<file path="src/rtl/os_array_ctrl.sv">
// -----------------------------------------------------------------------------
// os_array_ctrl
//   Sequencer for an N x N output-stationary systolic array of OSPE tiles.
//   A command runs through these states:
//     CLEAR  resets the array's pipeline and psum registers.
//     FEED   issues skewed A-row / B-column feed enables and buffer addresses.
//     FLUSH  lets the wavefront finish propagating.
//     DRAIN  steps a row select so the psums can be captured.
//     DONE   pulses done.
//   An illegal k_len goes straight to DONE with err set.
//
// Optional feature (macro OS_ARRAY_CTRL_PERF_EN):
//   Adds perf_cycles, which holds the busy-cycle count of the last command.
//
// Ports:
//   clk          clock, rising edge
//   rst          synchronous reset, active-high
//   start        command strobe, sampled only in IDLE
//   k_len        inner dimension, sampled with start
//   busy         high from CLEAR through DONE
//   done         one-cycle pulse in DONE
//   err          valid with done; 1 = k_len illegal, nothing executed
//   pipe_clr_n   array rstnPipe (active-low)
//   psum_clr_n   array rstnPsum (active-low)
//   row_en       per-row A feed enable
//   col_en       per-column B feed enable
//   a_addr       flattened per-row A buffer addresses (AW bits each)
//   b_addr       flattened per-column B buffer addresses (AW bits each)
//   drain_valid  drain_row is valid
//   drain_row    row whose psums are presented for capture
//   perf_cycles  (OS_ARRAY_CTRL_PERF_EN only) busy cycles of last command
// -----------------------------------------------------------------------------
module os_array_ctrl #(
  parameter int N     = 4,
  parameter int K_MAX = 16,
  parameter int AW    = $clog2(K_MAX),
  parameter int KW    = $clog2(K_MAX + 1)
) (
  input  logic                  clk,
  input  logic                  rst,
  input  logic                  start,
  input  logic [KW-1:0]         k_len,
  output logic                  busy,
  output logic                  done,
  output logic                  err,
  output logic                  pipe_clr_n,
  output logic                  psum_clr_n,
  output logic [N-1:0]          row_en,
  output logic [N-1:0]          col_en,
  output logic [N*AW-1:0]       a_addr,
  output logic [N*AW-1:0]       b_addr,
  output logic                  drain_valid,
  output logic [$clog2(N)-1:0]  drain_row
`ifdef OS_ARRAY_CTRL_PERF_EN
  ,
  output logic [31:0]           perf_cycles
`endif
);

  localparam int DRW = $clog2(N);
  // Step counter must reach K_MAX+N-2 without wrapping.
  localparam int CW  = $clog2(K_MAX + 2 * N + 1);

  typedef enum logic [2:0] {
    S_IDLE, S_CLEAR, S_FEED, S_FLUSH, S_DRAIN, S_DONE
  } state_e;

  state_e          state_q, state_d;
  logic [CW-1:0]   cnt_q, cnt_d;
  logic [KW-1:0]   k_q, k_d;
  logic            cmd_err_q, cmd_err_d;

  // Registered outputs and their next values
  logic            busy_q, busy_d;
  logic            done_q, done_d;
  logic            err_q, err_d;
  logic            clr_n_q, clr_n_d;
  logic [N-1:0]    row_en_q, row_en_d;
  logic [N-1:0]    col_en_q, col_en_d;
  logic [N*AW-1:0] a_addr_q, a_addr_d;
  logic [N*AW-1:0] b_addr_q, b_addr_d;
  logic            dv_q, dv_d;
  logic [DRW-1:0]  drain_row_q, drain_row_d;

  // ---------------------------------------------------------------------------
  // State register
  // ---------------------------------------------------------------------------
  always_ff @(posedge clk) begin
    if (rst) begin
      state_q   <= S_IDLE;
      cnt_q     <= '0;
      k_q       <= '0;
      cmd_err_q <= 1'b0;
    end else begin
      state_q   <= state_d;
      cnt_q     <= cnt_d;
      k_q       <= k_d;
      cmd_err_q <= cmd_err_d;
    end
  end

  // ---------------------------------------------------------------------------
  // Next-state logic
  // ---------------------------------------------------------------------------
  always_comb begin
    state_d   = state_q;
    cnt_d     = cnt_q;
    k_d       = k_q;
    cmd_err_d = cmd_err_q;
    case (state_q)
      S_IDLE: begin
        if (start) begin
          if ((k_len == '0) || (k_len > KW'(K_MAX))) begin
            state_d   = S_DONE;
            cmd_err_d = 1'b1;
          end else begin
            state_d   = S_CLEAR;
            k_d       = k_len;
            cmd_err_d = 1'b0;
          end
        end
      end
      S_CLEAR: begin
        state_d = S_FEED;
        cnt_d   = '0;
      end
      S_FEED: begin
        // Last feed step is t = K+N-2 (lane N-1 consumes its final operand).
        if (cnt_q == CW'(k_q) + CW'(N - 2)) begin
          state_d = S_FLUSH;
          cnt_d   = '0;
        end else begin
          cnt_d = cnt_q + 1'b1;
        end
      end
      S_FLUSH: begin
        if (cnt_q == CW'(N - 2)) begin
          state_d = S_DRAIN;
          cnt_d   = '0;
        end else begin
          cnt_d = cnt_q + 1'b1;
        end
      end
      S_DRAIN: begin
        if (cnt_q == CW'(N - 1)) begin
          state_d = S_DONE;
          cnt_d   = '0;
        end else begin
          cnt_d = cnt_q + 1'b1;
        end
      end
      S_DONE:  state_d = S_IDLE;
      default: state_d = S_IDLE;
    endcase
  end

  // ---------------------------------------------------------------------------
  // Output logic: decoded from the next state so that the registered outputs
  // line up with the state they describe.
  // ---------------------------------------------------------------------------
  always_comb begin
    busy_d      = (state_d != S_IDLE);
    done_d      = (state_d == S_DONE);
    err_d       = (state_d == S_DONE) && cmd_err_d;
    clr_n_d     = (state_d != S_CLEAR);
    dv_d        = (state_d == S_DRAIN);
    drain_row_d = (state_d == S_DRAIN) ? DRW'(cnt_d) : '0;
  end

  // Per-lane skew: lane gi is fed during steps gi .. gi+K-1 with address t-gi.
  // Rows and columns share the same schedule.
  genvar gi;
  generate
    for (gi = 0; gi < N; gi++) begin : g_lane
      localparam logic [CW-1:0] LANE = CW'(gi);
      logic          lane_en;
      logic [AW-1:0] lane_addr;

      always_comb begin
        lane_en   = (state_d == S_FEED) && (cnt_d >= LANE) &&
                    (cnt_d < LANE + CW'(k_q));
        lane_addr = AW'(cnt_d - LANE);
      end

      assign row_en_d[gi]           = lane_en;
      assign col_en_d[gi]           = lane_en;
      assign a_addr_d[gi*AW +: AW]  = lane_en ? lane_addr : '0;
      assign b_addr_d[gi*AW +: AW]  = lane_en ? lane_addr : '0;
    end
  endgenerate

  // Output registers. While rst is high the clears are held active (0).
  always_ff @(posedge clk) begin
    if (rst) begin
      busy_q      <= 1'b0;
      done_q      <= 1'b0;
      err_q       <= 1'b0;
      clr_n_q     <= 1'b0;
      row_en_q    <= '0;
      col_en_q    <= '0;
      a_addr_q    <= '0;
      b_addr_q    <= '0;
      dv_q        <= 1'b0;
      drain_row_q <= '0;
    end else begin
      busy_q      <= busy_d;
      done_q      <= done_d;
      err_q       <= err_d;
      clr_n_q     <= clr_n_d;
      row_en_q    <= row_en_d;
      col_en_q    <= col_en_d;
      a_addr_q    <= a_addr_d;
      b_addr_q    <= b_addr_d;
      dv_q        <= dv_d;
      drain_row_q <= drain_row_d;
    end
  end

  assign busy        = busy_q;
  assign done        = done_q;
  assign err         = err_q;
  assign pipe_clr_n  = clr_n_q;
  assign psum_clr_n  = clr_n_q;
  assign row_en      = row_en_q;
  assign col_en      = col_en_q;
  assign a_addr      = a_addr_q;
  assign b_addr      = b_addr_q;
  assign drain_valid = dv_q;
  assign drain_row   = drain_row_q;

`ifdef OS_ARRAY_CTRL_PERF_EN
  // Running count of busy cycles for the current command; it restarts at 1
  // on leaving IDLE so the first busy cycle (CLEAR, or DONE for an error)
  // is included. It is published when DONE is entered.
  logic [31:0] perf_cnt_q, perf_cnt_d;
  logic [31:0] perf_cycles_q;

  always_comb begin
    perf_cnt_d = perf_cnt_q;
    if ((state_q == S_IDLE) && (state_d != S_IDLE)) begin
      perf_cnt_d = 32'd1;
    end else if ((state_d != S_IDLE) && (perf_cnt_q != '1)) begin
      perf_cnt_d = perf_cnt_q + 32'd1;
    end
  end

  always_ff @(posedge clk) begin
    if (rst) begin
      perf_cnt_q    <= '0;
      perf_cycles_q <= '0;
    end else begin
      perf_cnt_q <= perf_cnt_d;
      if (state_d == S_DONE) begin
        perf_cycles_q <= perf_cnt_d;
      end
    end
  end

  assign perf_cycles = perf_cycles_q;
`endif

endmodule

</file>
<file path="config.mk">
export PLATFORM = sky130hd
export DESIGN_NAME = os_array_ctrl
export DESIGN_NICKNAME = d
export VERILOG_FILES = /design/src/rtl/os_array_ctrl.sv
export SDC_FILE = /design/constraint.sdc
export NUM_CORES = 1
export LEC_CHECK = 0
export ABC_AREA = 1
export CAP_MARGIN = 40
export CORE_ASPECT_RATIO = 0.8
export CORE_MARGIN = 2
export CORE_UTILIZATION = 45
export DETAILED_ROUTE_END_ITERATION = 16
export PLACE_DENSITY_LB_ADDON = 0.12
export SLEW_MARGIN = 20
export SYNTH_ARGS = -nofsm -noshare
export SYNTH_HDL_FRONTEND = slang
export SYNTH_SLANG_ARGS = --single-unit
</file>
<file path="constraint.sdc">
create_clock -name clk -period 2.95 [get_ports clk]
set_clock_uncertainty 0.2 [all_clocks]
set_input_delay 0.59 -clock clk [delete_from_list [all_inputs] [get_ports clk]]
set_output_delay 0.59 -clock clk [all_outputs]
set_load 0.005 [all_outputs]
</file>
* Yosys cells after proc, flatten, opt, wreduce, memory -nomap -nowiden
Cells that the tools add are included.
** Word-level totals
- Input bits :: 8
- Output and inout bits :: 48
- Register bits :: 41
- Word-level logic and storage cells :: 80
** Cells by class
- Magnitude comparators :: 9
- Add/subtract/negate cells :: 7
- Mux-type cells :: 13
- Reductions and logical operators :: 19
- Equality and inequality tests :: 11
- Bitwise gates (word level) :: 6
** Operators with widths (number)
- 5-bit < comparator :: 4
- 5-bit one-hot mux with 4 select lines :: 1
- 3-bit 2-to-1 mux :: 5
- 5-bit 2-to-1 mux :: 3
- 3-bit one-hot mux with 5 select lines :: 1
- 2-bit by 5-bit adder with 5-bit output, first input constant :: 2
- 5-bit by 2-bit equality test with 1-bit output, second input constant :: 2
- 5-bit by 1-bit greater-or-equal comparator with 1-bit output, second input constant :: 2
- 5-bit by 2-bit greater-or-equal comparator with 1-bit output, second input constant :: 2
- 2-bit OR reduction :: 5
- 3-bit by 2-bit equality test with 1-bit output, second input constant :: 3
- 3-bit equality test, second input constant :: 3
- 1-bit logical AND :: 9
- 4-bit by 2-bit subtractor with 4-bit output, second input constant :: 2
- 1-bit NOT :: 6
- 1-bit by 5-bit adder with 5-bit output, first input constant :: 1
- 5-bit by 1-bit adder with 5-bit output, second input constant :: 1
- 5-bit equality test :: 1
- 5-bit > comparator, second input constant :: 1
- 5-bit logical NOT :: 1
- 4-bit by 1-bit subtractor with 4-bit output, second input constant :: 1
- 3-bit by 1-bit equality test with 1-bit output, second input constant :: 1
- 3-bit logical NOT :: 1
- 1-bit 2-to-1 mux :: 3
- other kinds (4) :: 4

* Logic depth before layout (Yosys ltp)
Gate-level depths: netlist (run 1).
- Depth after elaboration :: 10
- Mapped depth :: 20

* Worst setup path after synthesis (run 1)
OpenSTA, ideal clock, no wires.
- Path type :: reg2reg
- From :: register k_q[1]
- To :: register b_addr_q[9], in the netlist b_addr[9]
- Arrival :: 2.670 ns
- Cell stages (with the launch flop) :: 20
- Period minus slack after synthesis :: 3.019 ns
- Library setup time :: 0.148 ns
- Data required time :: 2.602 ns
- Buffers on the path :: 0
- Setup slack :: -0.069 ns
- Cells stage by stage :: dfxtp_1 -> inv_1 -> ha_1 -> inv_1 -> nand2_1 -> nand2_1 -> nand3_1 -> nor2_2 -> nand2_2 -> nand2_2 -> nand2_1 -> nand2_1 -> o21ai_0 -> inv_1 -> ha_1 -> inv_1 -> nor2_2 -> a21oi_2 -> nand2_2 -> nor2_2
** On the way
- Elaborated cells on any way between the ends :: 14
- Those cells by class :: 2 x add/sub; 2 x order compare; 2 x eq/ne; 4 x mux; 1 x bitwise; 3 x reduce/logical
** RTL lines
- start: declaration :: line 70 : logic [KW-1:0] k_q, k_d;
- start signal: assignment :: line 97 : k_q <= k_d;
- 2-bit by 5-bit adder with 5-bit output :: line 129 : if (cnt_q == CW'(k_q) + CW'(N - 2)) begin
- 5-bit equality test :: line 129
- 5-bit 2-to-1 mux :: line 129
- 5-bit one-hot mux with 4 select lines :: line 110 : case (state_q)
- named net cnt_d[1] :: line 69 : logic [CW-1:0] cnt_q, cnt_d;
- 4-bit by 2-bit subtractor with 4-bit output :: line 182 : lane_addr = AW'(cnt_d - LANE);
- named net g_lane[2].lane_addr[1] :: line 177 : logic [AW-1:0] lane_addr;
- end signal: assignment :: line 213 : b_addr_q <= b_addr_d;
- end: declaration :: line 81 : logic [N*AW-1:0] b_addr_q, b_addr_d;
The timed path passes the listed nets, and every way through them passes these cells.
A chain may end at the register's enable or synchronous reset.

* Worst setup path in the final report (run 1)
- From :: register k_q[1]
- To :: register b_addr_q[3], in the netlist b_addr[3]
** On the way
- Word-level cells in the longest chain between the ends :: 9
- Elaborated cells on any way between the ends :: 13
- Those cells by class :: 1 x add/sub; 2 x order compare; 2 x eq/ne; 4 x mux; 1 x bitwise; 3 x reduce/logical
** Ends and longest elaborated chain
- 2-bit by 5-bit adder with 5-bit output * :: line 129
- 5-bit equality test * :: line 129
- 5-bit 2-to-1 mux * :: line 129
- 5-bit one-hot mux with 4 select lines * :: line 110
- named net cnt_d[4] :: line 69
- 5-bit by 1-bit greater-or-equal comparator with 1-bit output :: line 180 : lane_en = (state_d == S_FEED) && (cnt_d >= LANE) &&
- 1-bit logical AND :: line 180
- 1-bit logical AND * :: line 180
- 1-bit NOT (no source line) *
- 2-bit OR reduction (no source line) *
Mark *: on every way through the listed nets, which the timed path passes. The rest lies on a longest branch.

==> run summary, run 1 <==
- 2780 ps — Worst EP arrival
- flop — Setup crit end kind
- 5 — biggest fanout along the worst timing path
- 0.202 — share of final-layout standard cells stronger than drive strength 1
- 4.62 mm — final HPWL from detailed placement
- 56 — num ports
- 0 — hold_buf cts
- flop to flop — class of the tightest hold or removal check
- 0.701 — worst slew margin relative to its limit
- b_addr[3] — endpoint of the worst-slack reg-to-reg timing path
- 0 — antenna violations before repair
- 2 — depth of the CTS H-tree
- 55 — count of buffers inserted at the top-level ports
- buf_6 -> buf_4 -> nand2_1 -> inv_1 -> nor2_1 -> nand3_1 -> nor2_2 -> nand2_2 -> nand2_4 -> nand2_1 -> nand2_2 -> inv_2 -> ha_1 -> nand2_1 -> inv_1 -> nand2_1 -> nand3_1 -> a31oi_2 -> nand3_2 -> nor2_2 — cell breakdown of the critical path
- 0.318 — area share of the largest cell type after synthesis
- flop to flop — category of the critical setup timing path
- 0 — DRC viols
- 0 — count of nets left with antenna violations after detail routing
- 0 — diodes inserted
- 2233 — Vias
- 430 — # nets final
- 0 — share of cell area taken by muxes after synthesis
- 106 — Detailed Route Iter0 Violations
- 2 — Worst Hold Path Cells
- 6.16 mm — final wirelength
- 0.318 — sequential area share after synthesis
- 4.70 — Vias per Instance
- simple AND/OR/NAND/NOR gates — cell type group with the largest total delay on the critical path
- 0.0508 — XOR/XNOR Fraction of Synth Area
- 0 — count of yosys warnings during synthesis
- 20 — Stages on worst setup path
- 0.0644 — fraction of the mapped netlist area in compound gates
- 0 — number of failing setup endpoints in the final timing report
- 5500 sq um — area of the placeable core
- 0.470 — starting utilization of the core area
- 0 — Final Slew Violations
- sky130_fd_sc_hd__dfxtp_1 32%, sky130_fd_sc_hd__ha_1 13%, sky130_fd_sc_hd__nand2_1 7.8%, sky130_fd_sc_hd__inv_1 7.6%, sky130_fd_sc_hd__buf_4 6.1% — leading post-synthesis cells by cell area
- 0.841 — weighted congestion at the end of routability-driven global placement
- 365 MHz — Max Freq
- 0.126 — adder-cell share of the synthesized area
- cmd_err_q — launch point of the worst hold path
- 341 — number of instances in the synthesized netlist
- 438 nW/um^2 — PD cells
- 71.8 um — die height
- 9.58 mm — global-route wire length before repair
- 6 — TritonRoute pass-1 iters
- 0.614 — utilization after layout
- 88.7 um — x dimension of the die
- flop — element type at the critical path start
- 375 — post-synth net total
- 6370 sq um — area enclosed by the die boundary
- sky130_fd_sc_hd__nand2_1 — leading cell type by number of instances after synthesis
- 41 — number of sinks driven by the clock tree
- 34 — number of distinct library cells after synthesis
- 54 x sky130_fd_sc_hd__nand2_1, 52 x sky130_fd_sc_hd__inv_1, 41 x sky130_fd_sc_hd__dfxtp_1, 34 x sky130_fd_sc_hd__nor2_1, 26 x sky130_fd_sc_hd__ha_1 — most common library cells after synthesis
- 0.928 — period utilization
- 330 ps — longest individual stage delay on the worst path
- 300 ps — clock latency on the worst-skew pair
- 14 — maximum number of pins on one net before global-route repair
- 449 ps — actual slew at the worst max-slew pin
- built — CTS tree
- 2580 sq um — combined area of all synthesized cells
- 0 — GRT Residual Overflow
- sky130_fd_sc_hd__nand2_1 — most prevalent standard cell on the critical path
- sky130_fd_sc_hd__dfxtp_2 — slowest cell on the critical path
- simple AND/OR/NAND/NOR gates — dominant combinational cell family by area after synthesis
- 13.0 um — routed len/inst
- 5 — total CTS buffers
- 24 — number of cell rows
- 0.250 mV — highest ir drop seen on vdd
- 41 — FF+latch count, synth
- 0 — number of synthesized flops with an enable pin
- 1.63 nW — total leakage power
- cmd_err_q — hold-critical path endpoint
- 2990 ps — Required @ worst endpoint
- sky130_fd_sc_hd__clkbuf_8 — root buf cell
- 0 — fraction of synthesis flops using an asynchronous set or reset pin
- 20 — FF-to-FF path depth
- 80 ps — Reg clk slew, reported paths
- 1991 — number of global-route vias before repair
- 5 — CP bufs+invs
- 2 — Max Buffers Root-to-Sink
- 30.5% — Synth-to-Final Area Change
- finished clean — result of the run
- 2740 ps — clock period minus final worst setup slack
- 7.58 sq um — mean instance size in the synthesized netlist
- k_q[1] — Crit Reg-Reg Startpoint
- 1.48 mW — total power consumption of the routed design
- sky130_fd_sc_hd__dfxtp_1 — largest area contributor in the synthesized netlist
- 0 — Final Hold Viols
- sky130_fd_sc_hd__dfxtp_1 — most instantiated flip-flop cell in the synthesis netlist
- 4.15 ps — pre-CTS WS
- 210 ps — register-to-register setup slack
- 0.197 — GRT Resource Usage Total
- 506 — Filler Cells Inserted
- 0 — number of maximum-capacitance violations
- 212 ps — smallest setup slack after layout
- 0.276 — post-synthesis simple-gate area fraction
-- layer usage --
layer | track usage | share of wire
met5 | 0 | 0
met4 | 0.0505 | 0.0073
met3 | 0.0449 | 0.063
met2 | 0.279 | 0.43
met1 | 0.301 | 0.50
-- what timing repair did --
item / 4_1_cts / 5_1_grt
gates resized for setup: 1 / 20
setup endpoints to repair: 2 / 20
buffers inserted: 0 / 8
pin swaps: 0 / 5
endpoints found under the hold margin: 0 / 0
-- flip-flops by register name, summed over array words and instances (netlist names) --
name and cells:
b_addr 16, cnt_q 5, k_q 5, col_en 4, state_q 3, drain_row 2
busy 1, cmd_err_q 1, done 1, drain_valid 1, err 1, pipe_clr_n 1
-- tightest hold or removal path: cells and delay by family (launching register included) --
| family | cells | cell delay, ps |
|---|---|---|
| flops | 1 | 310 |
| compound gates | 1 | 110 |
| buf+inv | 1 | 60 |
-- per-stage QoR --
step	cell area [sq um]	hold WS, ps	std cells	TNS [ps]
floorplan	2580	264	341	0
global placement	3120	287	459	0
detailed placement	3120	288	459	0
CTS	3250	315	467	0
global route	3370	339	475	-33.1
finish	3370	312	475	0
-- layout make-up --
cell class / count / area, sq um / area share
clock inverters: 2 / 37.5 / 0.0111
multi-input cells: 215 / 1400 / 0.415
clock buffers: 6 / 82.6 / 0.0245
inverters: 57 / 218 / 0.0646
flip-flops and latches: 41 / 826 / 0.245
well taps: 78 / 97.6 / 0.0289
repair buffers: 76 / 712 / 0.211
-- cell usage in the layout, fill, tap and decap left out, types with 4 or more instances in the layout --
master	netlist	routed
sky130_fd_sc_hd__a21oi_1	10	10
sky130_fd_sc_hd__buf_4	21	20
sky130_fd_sc_hd__clkbuf_8	0	6
sky130_fd_sc_hd__clkdlybuf4s50_1	0	55
sky130_fd_sc_hd__dfxtp_1	41	37
sky130_fd_sc_hd__dfxtp_2	0	4
sky130_fd_sc_hd__ha_1	26	23
sky130_fd_sc_hd__inv_1	52	48
sky130_fd_sc_hd__inv_2	3	7
sky130_fd_sc_hd__nand2_1	54	53
sky130_fd_sc_hd__nand2_2	7	7
sky130_fd_sc_hd__nand3_1	19	18
sky130_fd_sc_hd__nand3_2	6	6
sky130_fd_sc_hd__nand4_1	6	6
sky130_fd_sc_hd__nor2_1	34	32
sky130_fd_sc_hd__nor2_2	7	9
sky130_fd_sc_hd__nor3_1	4	4
sky130_fd_sc_hd__o21ai_0	10	9
sky130_fd_sc_hd__xor2_1	14	14
-- kinds of logic after synthesis --
family	after synthesis
compound gates	29
xor+xnor	15
fa+ha+maj	26
buf+inv	85
flops	41
simple gates	145
-- worst max path at each step --
stage          slack (ps)  startpoint        end
5_1_grt               -20      k_q[1]  b_addr[0]
4_1_cts                10      k_q[1]  b_addr[0]
2_1_floorplan          70      k_q[1]  b_addr[9]
3_5_place_dp            4      k_q[1]  b_addr[0]
3_3_place_gp          140      k_q[1]  b_addr[3]
6_report              210      k_q[1]  b_addr[3]
-- where the power goes --
part	internal [mW]	switching (mW)
registers	0.582	0.0248
logic	0.168	0.229
clock network	0.275	0.200
total	1.03	0.453
Power figures use the tool's default switching activity.
==> inputs of run 2 (changes only) <==
CTS_BUF_LIST = sky130_fd_sc_hd__clkbuf_4 sky130_fd_sc_hd__clkbuf_8   (was not set)
PLACE_DENSITY = 0.86   (was not set)
PLACE_DENSITY_LB_ADDON = not set   (was 0.12)
==> run summary, run 2 (synthesis gave the netlist of run 1 again) <==
- 6.27 mm — final wirelength
- 88.7 um — x dimension of the die
- 317 ps — final hold slack
- 0 — number of failing setup endpoints in the final timing report
- 330 ps — longest individual stage delay on the worst path
- 2 — Worst Hold Path Cells
- 55 — count of buffers inserted at the top-level ports
- 0 — diodes inserted
- finished clean — result of the run
- 0 — DRC viols
- 426 — # nets final
- 457 — placed insts
- 71.8 um — die height
- 16 — max reg flops
- flop — Setup crit end kind
- 0 — Final Hold Viols
- sky130_fd_sc_hd__nand2_4 — most prevalent standard cell on the critical path
- flop to flop — category of the critical setup timing path
- 6370 sq um — area enclosed by the die boundary
- 423 nW/um^2 — PD cells
- 52.5 ps — pre-CTS WS
- 24 — number of cell rows
- 20 — Stages on worst setup path
- 56 — num ports
- 29.7% — Synth-to-Final Area Change
- 0.199 — GRT Resource Usage Total
- 349 MHz — Max Freq
- simple AND/OR/NAND/NOR gates — cell type group with the largest total delay on the critical path
- 1.62 nW — total leakage power
- 20 — FF-to-FF path depth
- 2 — depth of the CTS H-tree
- 0.971 — period utilization
- 300 ps — clock latency on the worst-skew pair
- 4 — TritonRoute pass-1 iters
- sky130_fd_sc_hd__clkbuf_8 — root buf cell
- 9.94 mm — global-route wire length before repair
- 410 ps — actual slew at the worst max-slew pin
- 471 — Non-Filler Instances
- 0 — Final Slew Violations
- 2990 ps — Required @ worst endpoint
- 41 — number of sinks driven by the clock tree
- 0 — GRT Residual Overflow
- flop — element type at the critical path start
- 4 — CP bufs+invs
- buf_6 -> ha_4 -> inv_1 -> nand2_4 -> nand3_1 -> nand2_2 -> nor2_4 -> nand2_4 -> nand2_4 -> nand3_4 -> nand2_4 -> inv_2 -> ha_1 -> nand2_1 -> inv_1 -> nand2_1 -> nand3_1 -> a31oi_1 -> nand3_2 -> nor2_1 — cell breakdown of the critical path
- 0.726 — worst slew margin relative to its limit
- 0.470 — starting utilization of the core area
- 5500 sq um — area of the placeable core
- 0 ps — setup TNS after final layout
- 133 — Detailed Route Iter0 Violations
- built — CTS tree
- 80 ps — register-to-register setup slack
- 13.3 um — routed len/inst
- sky130_fd_sc_hd__dfxtp_2 — slowest cell on the critical path
- flop to flop — class of the tightest hold or removal check
- 2180 — number of global-route vias before repair
- 2302 — Vias
- 13 — maximum number of pins on one net before global-route repair
- 0.947 — weighted congestion at the end of routability-driven global placement
- sky130_fd_sc_hd__clkdlybuf4s50_1 — most common cell after layout, fill and taps aside
- 4.50 mm — final HPWL from detailed placement
- 5 — total CTS buffers
- 84.9 ps — smallest setup slack after layout
- 0.196 — share of final-layout standard cells stronger than drive strength 1
- 0.302 mV — highest ir drop seen on vdd
- 0 — number of maximum-capacitance violations
- 0 — count of nets left with antenna violations after detail routing
- 4.89 — Vias per Instance
- 2870 ps — clock period minus final worst setup slack
- 2900 ps — Worst EP arrival
- 55 x sky130_fd_sc_hd__clkdlybuf4s50_1, 51 x sky130_fd_sc_hd__nand2_1, 48 x sky130_fd_sc_hd__inv_1 — most frequent cells in the layout
- 0 — antenna violations before repair
- 80 ps — Reg clk slew, reported paths
- 5 — biggest fanout along the worst timing path
- 2 — Max Buffers Root-to-Sink
-- run 2: final timing paths --
path / startpoint / end
worst max register to register: k_q[1] / b_addr[1]
worst max-delay path: k_q[1] / b_addr[1]
worst min-delay path: cmd_err_q / cmd_err_q
worst min register to register: cmd_err_q / cmd_err_q
-- run 2: power breakdown --
group	switching, mW	total [mW]	leakage (nW)	internal [mW]
sequential	0.0242	0.607	0.335	0.583
combinational	0.237	0.406	1.23	0.169
clock	0.192	0.403	0.0542	0.211
total	0.453	1.42	1.62	0.963
-- run 2: layout make-up --
type	count	area (sq um)
fill	449	2140
clock inverter	1	5.00
tap	78	97.6
sequential	41	827
timing repair buffer	72	682
inverter	57	218
multi-input combinational	215	1430
clock buffer	7	96.3
-- run 2: stage by stage --
| step | util | total power, mW | area (sq um) |
|---|---|---|---|
| 2_1_floorplan | - | 0.868 | 2580 |
| 3_3_place_gp | 0.565 | 0.973 | 3110 |
| 3_5_place_dp | 0.565 | 0.982 | 3110 |
| 4_1_cts | 0.585 | 1.38 | 3220 |
| 5_1_grt | 0.610 | 1.49 | 3350 |
| 6_report | 0.610 | 1.42 | 3350 |
-- run 2: what timing repair did --
item / CTS / global route
hold endpoints to repair: 0 / 0
gates resized for setup: 2 / 23
hold buffers: 0 / 0
pin swaps: 1 / 4
endpoints found under the setup margin: 7 / 20
setup buffers: 0 / 6
-- run 2: tightest hold or removal path: stages, from the launching register on --
cell                       delay, ps
sky130_fd_sc_hd__dfxtp_1         320
sky130_fd_sc_hd__o211ai_1        110
sky130_fd_sc_hd__inv_1            60
-- run 2: routing by layer --
layer / track usage / up-vias / part of all wire
li1: - / 1146 / -
met4: 0.0421 / 0 / 0.011
met2: 0.318 / 90 / 0.48
met3: 0.0495 / 8 / 0.068
met1: 0.272 / 1058 / 0.44
met5: 0 / - / 0
==> inputs of run 3 (changes only) <==
CORE_UTILIZATION = 48   (was 45)
PLACE_DENSITY = 0.9   (was 0.86)
==> run summary, run 3 (synthesis gave the netlist of run 1 again) <==
- finished clean — result of the run
- 360 ps — longest individual stage delay on the worst path
- 4 — TritonRoute pass-1 iters
- 0 — Final Hold Viols
- flop to flop — class of the tightest hold or removal check
- 0.315 mV — highest ir drop seen on vdd
- -95.3 ps — pre-CTS WS
- 5990 sq um — area enclosed by the die boundary
- sky130_fd_sc_hd__dfxtp_2 — slowest cell on the critical path
- 0.507 — starting utilization of the core area
- built — CTS tree
- 2 — depth of the CTS H-tree
- 55 x sky130_fd_sc_hd__clkdlybuf4s50_1, 53 x sky130_fd_sc_hd__nand2_1, 47 x sky130_fd_sc_hd__inv_1 — most frequent cells in the layout
- 4.71 mm — final HPWL from detailed placement
- 13 — maximum number of pins on one net before global-route repair
- 0 — diodes inserted
- 3070 sq um — Placed Instance Area
- 10.7 mm — global-route wire length before repair
- 55 — count of buffers inserted at the top-level ports
- 0 — antenna violations before repair
- 2311 — Vias
- 0 — Final Slew Violations
- flop — element type at the critical path start
- 41 — number of sinks driven by the clock tree
- 398 — Filler Cells Inserted
- 2840 ps — Worst EP arrival
- 0.180 — share of final-layout standard cells stronger than drive strength 1
- 0.983 — weighted congestion at the end of routability-driven global placement
- simple AND/OR/NAND/NOR gates — cell type group with the largest total delay on the critical path
- sky130_fd_sc_hd__clkdlybuf4s50_1 — most common cell after layout, fill and taps aside
- 0 — number of maximum-capacitance violations
- 14.1 um — routed len/inst
- inv_2 -> ha_4 -> inv_2 -> nand2_1 -> nand2_1 -> nand3_2 -> nor2_4 -> nand2_2 -> buf_4 -> nand3_2 -> nand3_4 -> inv_2 -> ha_1 -> inv_1 -> nor2_2 -> nand3_1 -> nand3_2 -> nor2_1 — cell breakdown of the critical path
- 56 — num ports
- 5 — CP bufs+invs
- sky130_fd_sc_hd__clkbuf_8 — root buf cell
- 0.702 — worst slew margin relative to its limit
- 69.6 um — die height
- 2840 ps — clock period minus final worst setup slack
- 135 — Detailed Route Iter0 Violations
- 5090 sq um — area of the placeable core
- 0 — DRC viols
- 0 — count of nets left with antenna violations after detail routing
- 0 — GRT Residual Overflow
- 0 — hold_buf cts
- 106 ps — smallest setup slack after layout
- 86.0 um — x dimension of the die
- 0 ps — setup TNS after final layout
- 2 — Max Buffers Root-to-Sink
- 444 ps — actual slew at the worst max-slew pin
- 5.12 — Vias per Instance
- 0.226 — GRT Resource Usage Total
- 80 ps — Reg clk slew, reported paths
- 5 — total CTS buffers
- flop — Setup crit end kind
- 26.0% — Synth-to-Final Area Change
- 2950 ps — Required @ worst endpoint
- 0 — number of failing setup endpoints in the final timing report
- 422 — # nets final
- 23 — number of cell rows
- 0.964 — period utilization
- 16 — max reg flops
- 6.36 mm — final wirelength
- 1.58 nW — total leakage power
- 9 — biggest fanout along the worst timing path
- 421 nW/um^2 — PD cells
- 3250 sq um — post-route cell area
- 352 MHz — Max Freq
- 2335 — number of global-route vias before repair
- 300 ps — clock latency on the worst-skew pair
- flop to flop — category of the critical setup timing path
run 3: metal layers:
metal / track usage / share of wire / vias to the layer above
li1: - / - / 1132
met1: 0.289 / 0.43 / 1052
met2: 0.358 / 0.46 / 104
met3: 0.0560 / 0.077 / 23
met4: 0.0970 / 0.030 / 0
met5: 0 / 0 / -
run 3: final cells by class:
cell class / count / area (sq um) / area share
clock buffer: 6 / 76.3 / 0.0235
clock inverter: 2 / 10.0 / 0.00308
inverter: 57 / 218 / 0.0669
multi-input combinational: 215 / 1400 / 0.431
sequential: 41 / 823 / 0.253
tap: 62 / 77.6 / 0.0238
timing repair buffer: 68 / 648 / 0.199
run 3: worst reg2reg max path, delay by kind of cell (launching register included):
kind,cells,cell delay [ps]
DFF,1,360
adders and majority gates,2,420
and+or+nand+nor,11,1190
buffers and inverters,5,550
run 3: worst paths after layout:
kind               end       from  slack (ps)  cells past startpoint
max          b_addr[6]     k_q[1]         110                     18
min          cmd_err_q  cmd_err_q         320                      2
max reg2reg  b_addr[6]     k_q[1]         110                     18
min reg2reg  cmd_err_q  cmd_err_q         320                      2
run 3: where the power goes:
part | switching (mW) | internal [mW] | total [mW]
Clock | 0.195 | 0.173 | 0.368
Sequential | 0.0248 | 0.582 | 0.607
Combinational | 0.235 | 0.159 | 0.394
run 3: through the flow:
step / power [mW] / hold WS (ps) / cells / util
floorplan: 0.868 / 264 / 341 / -
global placement: 0.968 / 284 / 439 / 0.603
detailed placement: 0.978 / 292 / 439 / 0.603
CTS: 1.34 / 314 / 448 / 0.625
global route: 1.45 / 356 / 451 / 0.639
finish: 1.37 / 318 / 451 / 0.639
run 3: what timing repair did:
| item | CTS | global route |
|---|---|---|
| gates resized for setup | 3 | 15 |
| pin swaps | 2 | 4 |
| buffers inserted | 1 | 3 |
| endpoints found under the hold margin | 0 | 0 |
| endpoints found under the setup margin | 5 | 20 |
